$ cat src/rtl/sync_fifo_param_if.sv
// Handshake and status bundle for sync_fifo_param.
// master: producer/consumer side. slave: the FIFO itself.
interface sync_fifo_param_if #(
    parameter int unsigned DATA_WIDTH = 8,
    parameter int unsigned ADDR_WIDTH = 4
) ();
    logic                  wr_en;
    logic [DATA_WIDTH-1:0] data_in;
    logic                  rd_en;
    logic [DATA_WIDTH-1:0] data_out;
    logic                  full;
    logic                  empty;
    logic                  almost_full;
    logic                  almost_empty;
    logic [ADDR_WIDTH:0]   count;
    logic                  overflow;
    logic                  underflow;

    modport master (
        output wr_en, data_in, rd_en,
        input  data_out, full, empty, almost_full, almost_empty, count,
               overflow, underflow
    );

    modport slave (
        input  wr_en, data_in, rd_en,
        output data_out, full, empty, almost_full, almost_empty, count,
               overflow, underflow
    );
endinterface

$ cat src/rtl/sync_fifo_param.sv
// Parameterised synchronous FIFO, DEPTH = 2**ADDR_WIDTH words.
// Status flags are decoded from the registered count; overflow and
// underflow pulse for one cycle after a rejected write / read.
// Define SYNC_FIFO_FWFT_EN for first-word-fall-through output; the
// default build gives a registered output with one-cycle read latency.
module sync_fifo_param #(
    parameter int unsigned DATA_WIDTH    = 8,
    parameter int unsigned ADDR_WIDTH    = 4,
    parameter int unsigned AFULL_THRESH  = 12,
    parameter int unsigned AEMPTY_THRESH = 4
) (
    input  logic               clk,
    input  logic               rst_a,
    sync_fifo_param_if.slave   bus
);
    localparam int unsigned         DEPTH    = 2 ** ADDR_WIDTH;
    localparam logic [ADDR_WIDTH:0] DEPTH_C  = (ADDR_WIDTH + 1)'(DEPTH);
    localparam logic [ADDR_WIDTH:0] AFULL_C  = (ADDR_WIDTH + 1)'(AFULL_THRESH);
    localparam logic [ADDR_WIDTH:0] AEMPTY_C = (ADDR_WIDTH + 1)'(AEMPTY_THRESH);
    localparam logic [ADDR_WIDTH:0] CNT_ONE  = (ADDR_WIDTH + 1)'(1);
    localparam logic [ADDR_WIDTH-1:0] PTR_ONE = ADDR_WIDTH'(1);

    logic [DATA_WIDTH-1:0] mem [DEPTH];
    logic [ADDR_WIDTH-1:0] wr_ptr;
    logic [ADDR_WIDTH-1:0] rd_ptr;
    logic [ADDR_WIDTH:0]   count_q;
    logic [DATA_WIDTH-1:0] dout_q;
    logic                  ovf_q;
    logic                  udf_q;
    logic                  full_w;
    logic                  empty_w;
    logic                  rd_acc;
    logic                  wr_acc;

    assign full_w  = (count_q == DEPTH_C);
    assign empty_w = (count_q == '0);

    // A read frees a slot in the same cycle, so a full FIFO still accepts
    // a write paired with an accepted read; an empty FIFO never reads.
    assign rd_acc = bus.rd_en && !empty_w;
    assign wr_acc = bus.wr_en && (!full_w || rd_acc);

    // Storage write; contents are not cleared by reset.
    always_ff @(posedge clk) begin
        if (!rst_a && wr_acc) begin
            mem[wr_ptr] <= bus.data_in;
        end
    end

    // Pointers and occupancy count.
    always_ff @(posedge clk) begin
        if (rst_a) begin
            wr_ptr  <= '0;
            rd_ptr  <= '0;
            count_q <= '0;
        end else begin
            if (wr_acc) begin
                wr_ptr <= wr_ptr + PTR_ONE;
            end
            if (rd_acc) begin
                rd_ptr <= rd_ptr + PTR_ONE;
            end
            case ({wr_acc, rd_acc})
                2'b10:   count_q <= count_q + CNT_ONE;
                2'b01:   count_q <= count_q - CNT_ONE;
                default: count_q <= count_q;
            endcase
        end
    end

    // Captures the popped word; reads the old word when full with a
    // simultaneous write to the same slot.
    always_ff @(posedge clk) begin
        if (rst_a) begin
            dout_q <= '0;
        end else if (rd_acc) begin
            dout_q <= mem[rd_ptr];
        end
    end

    // One-cycle error pulses for rejected operations.
    always_ff @(posedge clk) begin
        if (rst_a) begin
            ovf_q <= 1'b0;
            udf_q <= 1'b0;
        end else begin
            ovf_q <= bus.wr_en && !wr_acc;
            udf_q <= bus.rd_en && empty_w;
        end
    end

`ifdef SYNC_FIFO_FWFT_EN
    // Head word falls through; the last popped word is held while empty.
    assign bus.data_out = empty_w ? dout_q : mem[rd_ptr];
`else
    assign bus.data_out = dout_q;
`endif

    assign bus.full         = full_w;
    assign bus.empty        = empty_w;
    assign bus.almost_full  = (count_q >= AFULL_C);
    assign bus.almost_empty = (count_q <= AEMPTY_C);
    assign bus.count        = count_q;
    assign bus.overflow     = ovf_q;
    assign bus.underflow    = udf_q;

endmodule

$ cat src/flat_wrapper.sv
// flat-port wrapper written by rule: the top's interface ports become plain ports
module sync_fifo_param_flat 
#(
    parameter int unsigned DATA_WIDTH    = 8,
    parameter int unsigned ADDR_WIDTH    = 4,
    parameter int unsigned AFULL_THRESH  = 12,
    parameter int unsigned AEMPTY_THRESH = 4
)
  (clk, rst_a, bus_wr_en, bus_data_in, bus_rd_en, bus_data_out, bus_full, bus_empty, bus_almost_full, bus_almost_empty, bus_count, bus_overflow, bus_underflow);
  sync_fifo_param_if #(.DATA_WIDTH(DATA_WIDTH), .ADDR_WIDTH(ADDR_WIDTH)) bus_i ();
  input  logic clk;
  input  logic rst_a;
  input wire logic [$bits(bus_i.wr_en)-1:0] bus_wr_en;
  input wire logic [$bits(bus_i.data_in)-1:0] bus_data_in;
  input wire logic [$bits(bus_i.rd_en)-1:0] bus_rd_en;
  output wire logic [$bits(bus_i.data_out)-1:0] bus_data_out;
  output wire logic [$bits(bus_i.full)-1:0] bus_full;
  output wire logic [$bits(bus_i.empty)-1:0] bus_empty;
  output wire logic [$bits(bus_i.almost_full)-1:0] bus_almost_full;
  output wire logic [$bits(bus_i.almost_empty)-1:0] bus_almost_empty;
  output wire logic [$bits(bus_i.count)-1:0] bus_count;
  output wire logic [$bits(bus_i.overflow)-1:0] bus_overflow;
  output wire logic [$bits(bus_i.underflow)-1:0] bus_underflow;
  assign bus_i.wr_en = bus_wr_en;
  assign bus_i.data_in = bus_data_in;
  assign bus_i.rd_en = bus_rd_en;
  assign bus_data_out = bus_i.data_out;
  assign bus_full = bus_i.full;
  assign bus_empty = bus_i.empty;
  assign bus_almost_full = bus_i.almost_full;
  assign bus_almost_empty = bus_i.almost_empty;
  assign bus_count = bus_i.count;
  assign bus_overflow = bus_i.overflow;
  assign bus_underflow = bus_i.underflow;
  sync_fifo_param #(.DATA_WIDTH(DATA_WIDTH), .ADDR_WIDTH(ADDR_WIDTH), .AFULL_THRESH(AFULL_THRESH), .AEMPTY_THRESH(AEMPTY_THRESH)) u_core (.clk(clk), .rst_a(rst_a), .bus(bus_i));
endmodule
$ cat config.mk
export PLATFORM = sky130hd
export DESIGN_NAME = sync_fifo_param_flat
export DESIGN_NICKNAME = d
export VERILOG_FILES = /design/src/rtl/sync_fifo_param_if.sv /design/src/rtl/sync_fifo_param.sv /design/src/flat_wrapper.sv
export SDC_FILE = /design/constraint.sdc
export NUM_CORES = 1
export LEC_CHECK = 0
export CORE_MARGIN = 5
export CORE_UTILIZATION = 45
export CTS_CLUSTER_SIZE = 40
export DETAILED_ROUTE_END_ITERATION = 12
export GPL_TIMING_DRIVEN = 1
export PLACE_DENSITY_LB_ADDON = 0.2
export SLEW_MARGIN = 25
export SYNTH_ARGS = -nofsm -noshare
export SYNTH_HDL_FRONTEND = slang
export SYNTH_SLANG_ARGS = --single-unit
$ cat constraint.sdc
create_clock -name clk -period 3.05 [get_ports clk]
set_input_delay 0.61 -clock clk [delete_from_list [all_inputs] [get_ports clk]]
set_output_delay 0.61 -clock clk [all_outputs]
set_load 0.005 [all_outputs]
; ---- Word-level counts from Yosys, hierarchy flattened
; Memory sizes are Yosys's and may differ from the RTL's. A register that Yosys moved wholly into a read port is not among the register bits.
; Index checks and enable logic that the tools add are counted.
[word_totals]
romBits = 0
ramBits = 128
in_bits = 12
latch_bits = 0
regBits = 15
word_cells = 30
n_memories = 1
[mem_list]
columns = name, words, width, rd, rd_ports_with_merged_regs, write_ports, line_no
row1 = u_core.mem, 16, 8, 1, 1, 1, sync_fifo_param.sv:23  ; logic [DATA_WIDTH-1:0] mem [DEPTH];
[classes]
bitwise_logic = 0
n_lt_le_gt_ge = 2
addsub = 4
shifts = 0
reduce_logical = 12
div_mod_pow = 0
mux = 3
multipliers = 0
n_eq_ne = 3
[op_table]
columns = op, count
row1 = $pmux W5 S2, 1
row2 = $add A4 B1 Y4 const B, 2
row3 = $add A5 B1 Y5 const B, 1
row4 = $eq A5 B5 Y1 const B, 1
row5 = $ge A5 B4 Y1 const B, 1
row6 = $le A5 B3 Y1 const B, 1
row7 = $logic_and A1 B1 Y1, 5
row8 = $logic_not A5 Y1, 1
row9 = $sub A5 B1 Y5 const B, 1
row10 = $logic_not A1 Y1, 4
row11 = $eq A2 B1 Y1 const B, 1
row12 = $eq A2 B2 Y1 const B, 1
row13 = $mux W1, 2
row14 = $reduce_bool A2 Y1, 1
row15 = $logic_or A1 B1 Y1, 1

; ---- Logic depth before layout (Yosys ltp)
; Gate-level depths: netlist (run 1).
[depth]
depth_word = 8
ltp_mapped = 11

; ---- Worst setup path after synthesis (run 1)
; Ideal clock, no wire load.
[synth_timing]
path_type = register to register
start = reg u_core.count_q[0], in the netlist u_core.bus.count[0]
end = reg u_core.count_q[4], in the netlist u_core.bus.count[4]
required_time_ps = 2929
stages_incl_launch_ff = 11
setup_ps = 121
synth_period_minus_slack_ps = 2916
slack_ps = 134
n_path_buf = 1
arrival_time_ps = 2796
cell_sequence = dfxtp_1 -> or4_4 -> o21a_4 -> buf_6 -> ha_1 -> ha_1 -> nor2b_1 -> o21ai_0 -> a21oi_1 -> or3b_1 -> mux2_2
[synth_between]
elab_chain_len = 7
elab_cells_between_ends = 13
classes_between = add/sub (2) / eq/ne (3) / mux (1) / reduce/logical (7)
[synth_lines]
columns = element, line_no
row1 = from (decl), sync_fifo_param.sv:26  ; logic [ADDR_WIDTH:0] count_q;
row2 = from (signal assigned), sync_fifo_param.sv:64  ; 2'b10: count_q <= count_q + CNT_ONE;
row3 = from (signal assigned), sync_fifo_param.sv:65  ; 2'b01: count_q <= count_q - CNT_ONE;
row4 = from (signal assigned), sync_fifo_param.sv:66  ; default: count_q <= count_q;
row5 = $logic_not A5 Y1 (*), sync_fifo_param.sv:36  ; assign empty_w = (count_q == '0);
row6 = $logic_not A1 Y1 (*), sync_fifo_param.sv:40  ; assign rd_acc = bus.rd_en && !empty_w;
row7 = $logic_and A1 B1 Y1 (*), sync_fifo_param.sv:40
row8 = via u_core.rd_acc, sync_fifo_param.sv:32  ; logic rd_acc;
row9 = $logic_or A1 B1 Y1, sync_fifo_param.sv:41  ; assign wr_acc = bus.wr_en && (!full_w || rd_acc);
row10 = $logic_and A1 B1 Y1, sync_fifo_param.sv:41
row11 = $eq A2 B1 Y1 / $eq A2 B2 Y1 (equally long branches), sync_fifo_param.sv:63  ; case ({wr_acc, rd_acc})
row12 = $pmux W5 S2 / $reduce_bool A2 Y1 (equally long branches), n/a
; Mark *: on every way through the listed nets, which the timed path passes. The rest lies on a longest branch.
; A chain may end at the register's enable or synchronous reset.

; ---- Final worst setup path (run 1)
[layout_timing]
start = reg u_core.count_q[1], in the netlist u_core.bus.count[1]
end = reg u_core.count_q[4], in the netlist u_core.bus.count[4]
[layout_between]
elab_chain_len = 7
elab_cells_between_ends = 13
classes_between = add/sub (2) / eq/ne (3) / mux (1) / reduce/logical (7)
[layout_lines]
columns = element, line_no
row1 = $logic_not A5 Y1, sync_fifo_param.sv:36
row2 = $logic_not A1 Y1, sync_fifo_param.sv:40
row3 = $logic_and A1 B1 Y1, sync_fifo_param.sv:40
row4 = $logic_or A1 B1 Y1, sync_fifo_param.sv:41
row5 = $logic_and A1 B1 Y1, sync_fifo_param.sv:41
row6 = $eq A2 B1 Y1 / $eq A2 B2 Y1 (equally long branches), sync_fifo_param.sv:63
row7 = $pmux W5 S2 / $reduce_bool A2 Y1 (equally long branches), n/a
; Parallel ways exist; a longest one is shown, timed or not.

==> results.yml, run 1 <==
outcome:
  status: "completed"
placed_design:
  dp_hpwl_um: 8030
  post-place-cells: 584
  portBuffers: 30
  gp_congestion: 0.755
  place_area_um2: 6730
final_layout:
  final_nets: 449
  stdcell_count: 616
  drive_above_1_share_pct: 20.2
  stdcell_area_um2: 7380
  utilization_pct: 55.5
  synthToLayoutAreaGrowth_pct: 20.8
  antennaDiodeCount: 0
  fillers: 1048
cts:
  cts_max_path_buffers: 2
  cts_buffers: 17
  clk_pin_slew_worst_paths_ns: 0.06
  clk_latency_ns: 0.42
  cts-htree-levels: 4
  cts_tree: "built"
  clock-root-buffer: "clkbuf_16"
  cts_sinks: 151
power_and_ir_drop:
  irDropWorstVdd_mv: 0.368
  total_leakage_power_nw: 2.40
  power.density_nw_per_um2: 783
detailed_routing:
  viasPerCell: 5.29
  wl_per_cell_um: 20.0
  drt_wl_total_um: 12300
  drc_errors: 0
  num_vias: 3259
  drtPass1Iterations: 5
  antenna_left: 0
  drt_iter0_drc: 247
logic_synthesis:
  ys.flop_type: "edfxtp_1"
  synth_nets: 394
  syn_area_um2: 6110
  ys_seq_area_share_pct: 70.4
  syn-mean-instance-area_um2: 16.4
  async_flop_share_pct: 0
  synth_edf_count: 128
  ys_seq_elements: 151
  yosysUniqueCellTypes: 43
  yosys_warnings: 0
  netlist_instances: 372
setup_path:
  required_ns: 3.36
  max_stage_delay_ns: 0.55
  critical_path_class: "flop to flop"
  crit_fanout: 7
  crit_chain: "or4_4 -> o21a_4 -> ha_2 -> ha_1 -> nor2b_1 -> o21ai_0 -> a21oi_1 -> or3b_1 -> mux2_2"
  r2r_start: "u_core.bus.count[1]"
  reg2reg_to: "u_core.bus.count[4]"
  r2r_slack_ns: 0.23
  cp-end-kind: "flop"
  r2r_cells: 9
  worst_path_max_delay_cell: "or4_4"
  cp-start-kind: "flop"
  cp_data_arrival_time_ns: 3.13
floorplan:
  initial_core_util_pct: 46.0
  io_pins: 31
  core_um2: 13300
  dieArea_um2: 16000
  dieHeight_um: 127
  die-width_um: 127
  row_count: 42
hold_path:
  hold_path.class: "flop to flop"
  worstHoldEndpoint: "u_core.bus.data_out[3]"
  hold_path.startpoint: "u_core.bus.data_out[3]"
  hold_depth: 2
global_route:
  grt_pass1_wl_um: 19000
  grt_max_degree: 36
  track_usage_pct: 16.3
  grt-ovfl-total: 0
  grt_pass1_vias: 3343
  antenna_found_initial: 0
timing:
  period_share_pct: 92.5
  setup_viol: 0
  tightest_slew_ns: 0.703
  skew_ns: 0.00708
  whs_ns: 0.529
  timing.fmax_mhz: 355
  min_period_ns: 2.82
  rsz0062_at_grt: "no"
  maxSlewViolCount: 0
  timing.max_slew.rel_slack_pct: 53.0
  hold_viol: 0
run:
  maxCapViolCount: 0
## synthesized netlist by cell type (3+ instances only)
cell	n	area share [%]
a21oi_1	6	0.49
a22oi_1	8	0.98
a311oi_2	8	2.0
buf_1	4	0.25
buf_2	8	0.66
clkbuf_1	6	0.37
dfxtp_1	23	7.5
edfxtp_1	128	63
ha_1	9	1.8
inv_1	6	0.37
mux2i_1	34	5.6
mux4_2	16	5.9
nand2_1	8	0.49
nand3_1	5	0.41
nor2_1	42	2.6
nor2b_1	5	0.51
nor3_1	6	0.49
o22ai_1	16	1.6
xnor2_1	3	0.43
xor2_1	3	0.43
## worst max-delay path, delay by kind of cell (launching register included)
kind	cells	cell delay (ns)
DFF	1	0.37
AOI/OAI and AO/OA	3	0.51
and+or+nand+nor	3	1.06
adders and majority gates	2	0.49
muxes	1	0.27
## cell type report
class | count | area, µm² | area share [%]
Inverter | 6 | 22.5 | 0.305
Tap cell | 176 | 220 | 2.98
Timing Repair Buffer | 58 | 523 | 7.09
Clock inverter | 7 | 110 | 1.49
Multi-Input combinational cell | 193 | 1670 | 22.6
Sequential cell | 151 | 4310 | 58.3
Clock buffer | 25 | 529 | 7.17
## flip-flops by register name (all words and copies together), names as in the netlist
signal,flops
u_core.mem,128
u_core.bus.data_out,8
u_core.bus.count,5
u_core.rd_ptr,4
u_core.wr_ptr,4
u_core.bus.overflow,1
u_core.bus.underflow,1
## what timing repair did
action / 4_1_cts / 5_1_grt
endpoints found under the setup margin: 0 / 1
buffers inserted: 0 / 0
hold buffers: 0 / 0
gates resized for setup: 0 / 2
## power by group
group	switching, mW	internal [mW]	leakage (nW)
Combinational	0.527	0.580	0.740
Sequential	0.0969	2.35	1.34
Clock	0.772	1.45	0.316
Total	1.40	4.38	2.40
## cell families after synthesis
logic type,Yosys count,share of synthesized area (%)
xor+xnor,7,1.13
fa+ha+maj,10,2.17
flops,151,70.4
mux,51,11.7
buf+inv,28,2.37
compound gates,44,5.88
simple gates,81,6.37
## through the flow
step	total power, mW	setup TNS (ns)	setup WS, ns
floorplan	3.15	0	0.134
global placement	3.57	-0.0667	-0.0667
detailed placement	3.60	-0.152	-0.152
CTS	5.82	0	0.171
global route	6.04	0	0.0318
finish	5.78	0	0.230
## worst max path at each step
stage                             start             endpoint  cells after the start
floorplan           u_core.bus.count[0]  u_core.bus.count[4]                     10
global placement              bus_rd_en  u_core.bus.count[4]                     11
detailed placement            bus_rd_en  u_core.bus.count[4]                     11
CTS                 u_core.bus.count[1]  u_core.bus.count[4]                      9
global route        u_core.bus.count[3]  u_core.bus.count[4]                     11
finish              u_core.bus.count[1]  u_core.bus.count[4]                      9
## cell usage in the layout (no fill, tap or decap), drive strengths merged
master | netlist | layout
nor4 | 1 | 1
a311oi | 8 | 8
mux2i | 34 | 34
and3b | 1 | 1
or4 | 1 | 1
ha | 9 | 9
clkbuf | 6 | 25
a22oi | 8 | 8
nand3b | 2 | 2
nor3b | 1 | 1
fa | 1 | 1
and2 | 1 | 1
or3 | 2 | 2
nand4 | 1 | 1
nand2b | 2 | 2
nor3 | 6 | 6
mux2 | 1 | 1
nand3 | 5 | 5
mux4 | 16 | 16
or3b | 1 | 1
edfxtp | 128 | 128
nor4b | 1 | 1
xnor2 | 3 | 3
nand2 | 9 | 9
o21a | 2 | 2
clkdlybuf4s50 | 0 | 30
nor2 | 42 | 42
clkinv | 0 | 4
o21ai | 2 | 2
buf | 16 | 28
bufinv | 0 | 3
o22ai | 16 | 16
xor2 | 4 | 4
inv | 6 | 6
dfxtp | 23 | 23
nor2b | 5 | 5
a21o | 2 | 2
a21oi | 6 | 6
## layer usage
| layer | vias to the layer above | GRT usage, % | share of wire, % | wire [µm] |
|---|---|---|---|---|
| li1 | 1552 | - | - | - |
| met1 | 1621 | 22.5 | 46 | 5630 |
| met2 | 74 | 25.6 | 47 | 5860 |
| met3 | 12 | 4.04 | 5.7 | 701 |
| met4 | 0 | 5.49 | 1.3 | 155 |
| met5 | - | 0 | 0 | 0 |
No activity file was read; power rests on OpenSTA's default activity.
==> run 2, diff against run 1 <==
--- a/config.mk
+++ b/config.mk
@@ -5,6 +5,7 @@
 export SDC_FILE = /design/constraint.sdc
 export NUM_CORES = 1
 export LEC_CHECK = 0
+export ABC_AREA = 1
 export CORE_MARGIN = 5
 export CORE_UTILIZATION = 45
 export CTS_CLUSTER_SIZE = 40
==> run 2 against run 1 <==
Against the previous run:
- area after synthesis is 8.6% higher
- final area is 5.3% higher
- clock-buffer cell count is 8 lower
- sequential share of layout area is 2.9 points lower
- synthesized cell count is 83% higher
- critical path depth is 6 higher
- global-route usage is 1.2 points higher
- cell count is 50% higher
- critical endpoint unchanged
- largest power group unchanged
==> results.yml, run 2 <==
outcome:
  status: "completed"
final_layout:
  fillers: 1279
  final_nets: 746
  stdcell_area_um2: 7770
  stdcell_count: 921
  multiInputGateArea_um2: 1820
  largest_register_ffs: 128
  largest_register: "u_core.mem"
  synthToLayoutAreaGrowth_pct: 17.1
  final_common_cell: "nand2_1"
  seq_area_um2: 4310
  antennaDiodeCount: 0
  drive_above_1_share_pct: 8.68
  final_cell_mix: "nand2_1, edfxtp_1, nand3_1, inv_1, nor2_1"
logic_synthesis:
  yosysTopAreaCellShare_pct: 57.9
  synth_edf_count: 128
  synth_nets: 701
  yosysUniqueCellTypes: 27
  yosys.cell_count.top_type: "nand2_1"
  synth_top_area_cell: "edfxtp_1"
  netlist_instances: 679
  yosys_warnings: 0
  syn-mean-instance-area_um2: 9.77
  synthTopCellsByCount: "nand2_1, edfxtp_1, nand3_1"
  async_flop_share_pct: 0
  syn_area_um2: 6640
  ys_seq_area_share_pct: 64.9
  ys_seq_elements: 151
  ys.flop_type: "edfxtp_1"
  synth_area_leaders: "edfxtp_1, nand2_1, nand3_1"
global_route:
  track_usage_pct: 17.5
  grt_pass1_wl_um: 23600
  grt-ovfl-total: 0
  grt_max_degree: 68
  antenna_found_initial: 0
  grt_pass1_vias: 4356
timing:
  skew_ns: 0.00518
  hold_viol: 0
  tightest_slew_ns: 0.906
  rsz0062_at_grt: "no"
  period_share_pct: 81.1
  maxSlewViolCount: 0
  tns_ns: 0
  timing.fmax_mhz: 404
  timing.max_slew.rel_slack_pct: 39.5
  setup_viol: 0
  fin_ws_ns: 0.575
  min_period_ns: 2.47
hold_path:
  worstHoldEndpoint: "u_core.wr_ptr[1]"
  hold_path.class: "flop to flop"
  hold_depth: 2
  hold_path.startpoint: "u_core.wr_ptr[1]"
floorplan:
  core_um2: 14500
  die-width_um: 131
  dieArea_um2: 17300
  row_count: 44
  dieHeight_um: 131
  initial_core_util_pct: 45.8
  io_pins: 31
cts:
  clk_pin_slew_worst_paths_ns: 0.06
  cts_sinks: 151
  clk_latency_ns: 0.42
  hold_buffers: 0
  cts_tree: "built"
  cts_max_path_buffers: 2
  postCtsSetupBuffers: 0
  cts-htree-levels: 4
  ctsResizeCount: 0
  cts_buffers: 17
  clock-root-buffer: "clkbuf_16"
placed_design:
  dp_hpwl_um: 9620
  place_ws_ns: 0.231
  gp_congestion: 0.802
  place_area_um2: 7200
  portBuffers: 30
  post-place-cells: 889
detailed_routing:
  drtPass1Iterations: 5
  viasPerCell: 5.01
  drc_errors: 0
  wl_per_cell_um: 16.1
  drt_iter0_drc: 352
  antenna_left: 0
  num_vias: 4612
  drt_wl_total_um: 14800
power_and_ir_drop:
  power.density_nw_per_um2: 786
  total_leakage_power_nw: 3.28
  irDropWorstVdd_mv: 0.558
setup_path:
  required_ns: 3.40
  r2r_start: "u_core.bus.count[0]"
  cp-end-kind: "flop"
  r2r_slack_ns: 0.58
  r2r_cells: 15
  cp_data_arrival_time_ns: 2.83
  critical_path_class: "flop to flop"
  cp-start-kind: "flop"
  crit_fanout: 7
  reg2reg_to: "u_core.bus.count[4]"
run:
  maxCapViolCount: 0
-- run 2: cell count changes after synthesis, moves of 6 or more --
| cell | before | now |
|---|---|---|
| a22oi_1 | 8 | 0 |
| a311oi_2 | 8 | 0 |
| buf_2 | 8 | 14 |
| buf_4 | 1 | 7 |
| inv_1 | 6 | 91 |
| mux2i_1 | 34 | 0 |
| mux4_2 | 16 | 0 |
| nand2_1 | 8 | 230 |
| nand3_1 | 5 | 93 |
| nor2_1 | 42 | 36 |
| o22ai_1 | 16 | 0 |
-- run 2: cell families after synthesis --
logic type | Yosys count | synth area share [%]
AOI/OAI and AO/OA | 20 | 1.66
buffers and inverters | 124 | 7.79
adders and majority gates | 10 | 2.00
DFF | 151 | 64.9
and+or+nand+nor | 368 | 22.9
xor gates and xnor gates | 6 | 0.792
-- run 2: worst max-delay path by stage --
stage                                   start                   to
after floorplan                     bus_rd_en  u_core.bus.count[4]
after global placement              bus_rd_en  u_core.bus.count[4]
after CTS                 u_core.bus.count[0]  u_core.bus.count[4]
after detailed placement            bus_rd_en  u_core.bus.count[4]
final                     u_core.bus.count[0]  u_core.bus.count[4]
after global routing      u_core.bus.count[0]  u_core.bus.count[4]
-- run 2: routing by layer --
layer,global-route usage [%],wire (µm)
met1,23.9,6580
met3,3.86,958
met2,27.7,6920
met5,0,0
met4,6.46,332
-- run 2: critical path, cell delays in order (launching register included) --
cell and delay, ns:
dfxtp_1 0.36, nor2_2 0.18, nand3_1 0.08, nor2_1 0.13, nand2_1 0.10, nand2_2 0.14, ha_1 0.29, inv_1 0.08
fa_1 0.40, inv_1 0.08, nand2_1 0.06, a21boi_0 0.16, o21bai_1 0.10, nand2_1 0.07, nand2_1 0.05, a21oi_1 0.11
-- run 2: stage by stage --
stage | util [%] | hold slack [ns] | power (mW)
2_1_floorplan | - | 0.472 | 3.53
3_3_place_gp | 49.8 | 0.514 | 4.12
3_5_place_dp | 49.8 | 0.525 | 4.16
4_1_cts | 53.7 | 0.534 | 6.15
5_1_grt | 53.7 | 0.553 | 6.46
6_report | 53.7 | 0.536 | 6.11
-- run 2: final cells by class --
type                            instances  area share [%]
Tap cell                              184            2.96
Multi-Input combinational cell        404            23.4
Sequential cell                       151            55.4
Clock inverter                         15            1.84
Timing Repair Buffer                   54            6.34
Inverter                               96            4.64
Clock buffer                           17            5.47
-- run 2: report_power, final --
group / internal (mW) / switching [mW] / total [mW]
Sequential: 2.34 / 0.0731 / 2.42
Clock: 1.14 / 0.854 / 2.00
Combinational: 0.622 / 1.07 / 1.70
Total: 4.11 / 2.00 / 6.11
==> run 3, diff against run 2 <==
==> constraint.sdc (replaced) <==
create_clock -name clk -period 2.2 [get_ports clk]
set_input_delay 0.44 -clock clk [delete_from_list [all_inputs] [get_ports clk]]
set_output_delay 0.44 -clock clk [all_outputs]
set_load 0.005 [all_outputs]
==> run 3 against run 2 <==
Against the previous run:
- register-to-register slack got worse by 0.47 ns
- hold slack got worse by 0.026 ns
- combinational power rose by 44%
- critical path type is now flop to output pin
- critical endpoint is now bus_almost_empty
- highest routed layer unchanged
==> results.yml, run 3 (same netlist as run 2, synthesis figures left out) <==
final_layout:
  drive_above_1_share_pct: 10.4
  multiInputGateArea_um2: 1840
  largest_register_ffs: 128
  utilization_pct: 55.2
  synthToLayoutAreaGrowth_pct: 20.4
  final_cell_mix: "nand2_1, edfxtp_1, nand3_1, inv_1, buf_4"
  stdcell_count: 935
  largest_register: "u_core.mem"
  final_common_cell: "nand2_1"
  antennaDiodeCount: 0
  final_nets: 760
  fillers: 1250
  seq_area_um2: 4310
setup_path:
  required_ns: 1.76
  r2r_slack_ns: 0.11
  critical_path_class: "flop to output pin"
  crit_fanout: 4
  cp-end-kind: "output pin"
  cp_data_arrival_time_ns: 1.65
  cp-start-kind: "flop"
hold_path:
  hold_path.class: "flop to flop"
floorplan:
  dieArea_um2: 17300
  dieHeight_um: 131
  core_um2: 14500
  row_count: 44
  io_pins: 31
  initial_core_util_pct: 45.8
  die-width_um: 131
placed_design:
  portBuffers: 30
  gp_congestion: 0.845
  dp_hpwl_um: 9210
  place_ws_ns: -0.284
  post-place-cells: 899
timing:
  setup_viol: 0
  maxSlewViolCount: 0
  tightest_slew_ns: 0.718
  rsz0062_at_grt: "yes"
  tns_ns: 0
  period_share_pct: 95.1
  fin_ws_ns: 0.108
  timing.max_slew.rel_slack_pct: 52.0
  hold_viol: 0
  skew_ns: 0.00973
  timing.fmax_mhz: 478
  min_period_ns: 2.09
detailed_routing:
  wl_met1_um: 6810
  drtPass1Iterations: 6
  wl_per_cell_um: 16.0
  dr_wl_met2_um: 7050
  drt_iter0_drc: 477
  drt_wl_total_um: 15000
  drc_errors: 0
  antenna_left: 0
  viasPerCell: 4.92
  num_vias: 4602
  met3_length_um: 759
  top_layer_used: "met4"
global_route:
  grt_max_degree: 57
  grt_pass1_wl_um: 24100
  grt-ovfl-total: 0
  grt_pass1_vias: 4485
  track_usage_pct: 18.0
  antenna_found_initial: 0
cts:
  cts_max_path_buffers: 2
  clk_pin_slew_worst_paths_ns: 0.06
  cts_buffers: 17
  clk_latency_ns: 0.42
  clock-root-buffer: "clkbuf_16"
  cts-htree-levels: 4
  hold_buffers: 0
  cts_sinks: 151
  cts_tree: "built"
power_and_ir_drop:
  irDropWorstVdd_mv: 1.01
  total_leakage_power_nw: 3.40
  p_total_mw: 9.07
  power.density_nw_per_um2: 1130
run:
  maxCapViolCount: 0
outcome:
  status: "completed"
run 3: final timing paths:
path,startpoint,to,cells after the start
max,u_core.bus.count[2],bus_almost_empty,5
min,u_core.wr_ptr[3],u_core.wr_ptr[3],2
max reg2reg,u_core.bus.count[1],u_core.bus.count[3],12
min reg2reg,u_core.wr_ptr[3],u_core.wr_ptr[3],2
run 3: per-layer routing:
metal	vias up	global-route usage (%)
li1	2309	-
met4	0	7.37
met3	27	5.12
met1	2137	24.3
met5	-	0
met2	129	27.4
run 3: report_power, final:
part / total, mW / leakage [nW] / switching [mW] / internal, mW
clock network: 3.25 / 0.317 / 1.12 / 2.13
registers: 3.36 / 1.34 / 0.114 / 3.25
logic: 2.45 / 1.74 / 1.46 / 0.990
total: 9.07 / 3.40 / 2.70 / 6.37
run 3: layout make-up:
cell class,instances,share of cell area (%)
clock buffers,20,5.46
inverters,96,4.51
clock inverters,12,2.79
well taps,184,2.88
flip-flops and latches,151,53.9
multi-input cells,404,23.0
repair buffers,68,7.51
run 3: timing repair:
action                     in CTS  in global routing
setup endpoints to repair       1                  4
gates resized for setup         1                  6
pin swaps                       0                  4
buffers inserted                0                  4
hold endpoints to repair        0                  0
run 3: critical path, stage by stage (launching register included):
cell             delay [ns]
dfxtp_2                0.34
inv_1                  0.11
buf_4                  0.13
o21ai_1                0.06
nor2_1                 0.09
clkdlybuf4s50_1        0.51
run 3: metrics by stage:
stage / hold slack, ns / area (µm²)
final: 0.510 / 7990
after global placement: 0.492 / 7280
after floorplan: 0.472 / 6640
after detailed placement: 0.506 / 7280
after global routing: 0.539 / 7990
after CTS: 0.514 / 7950
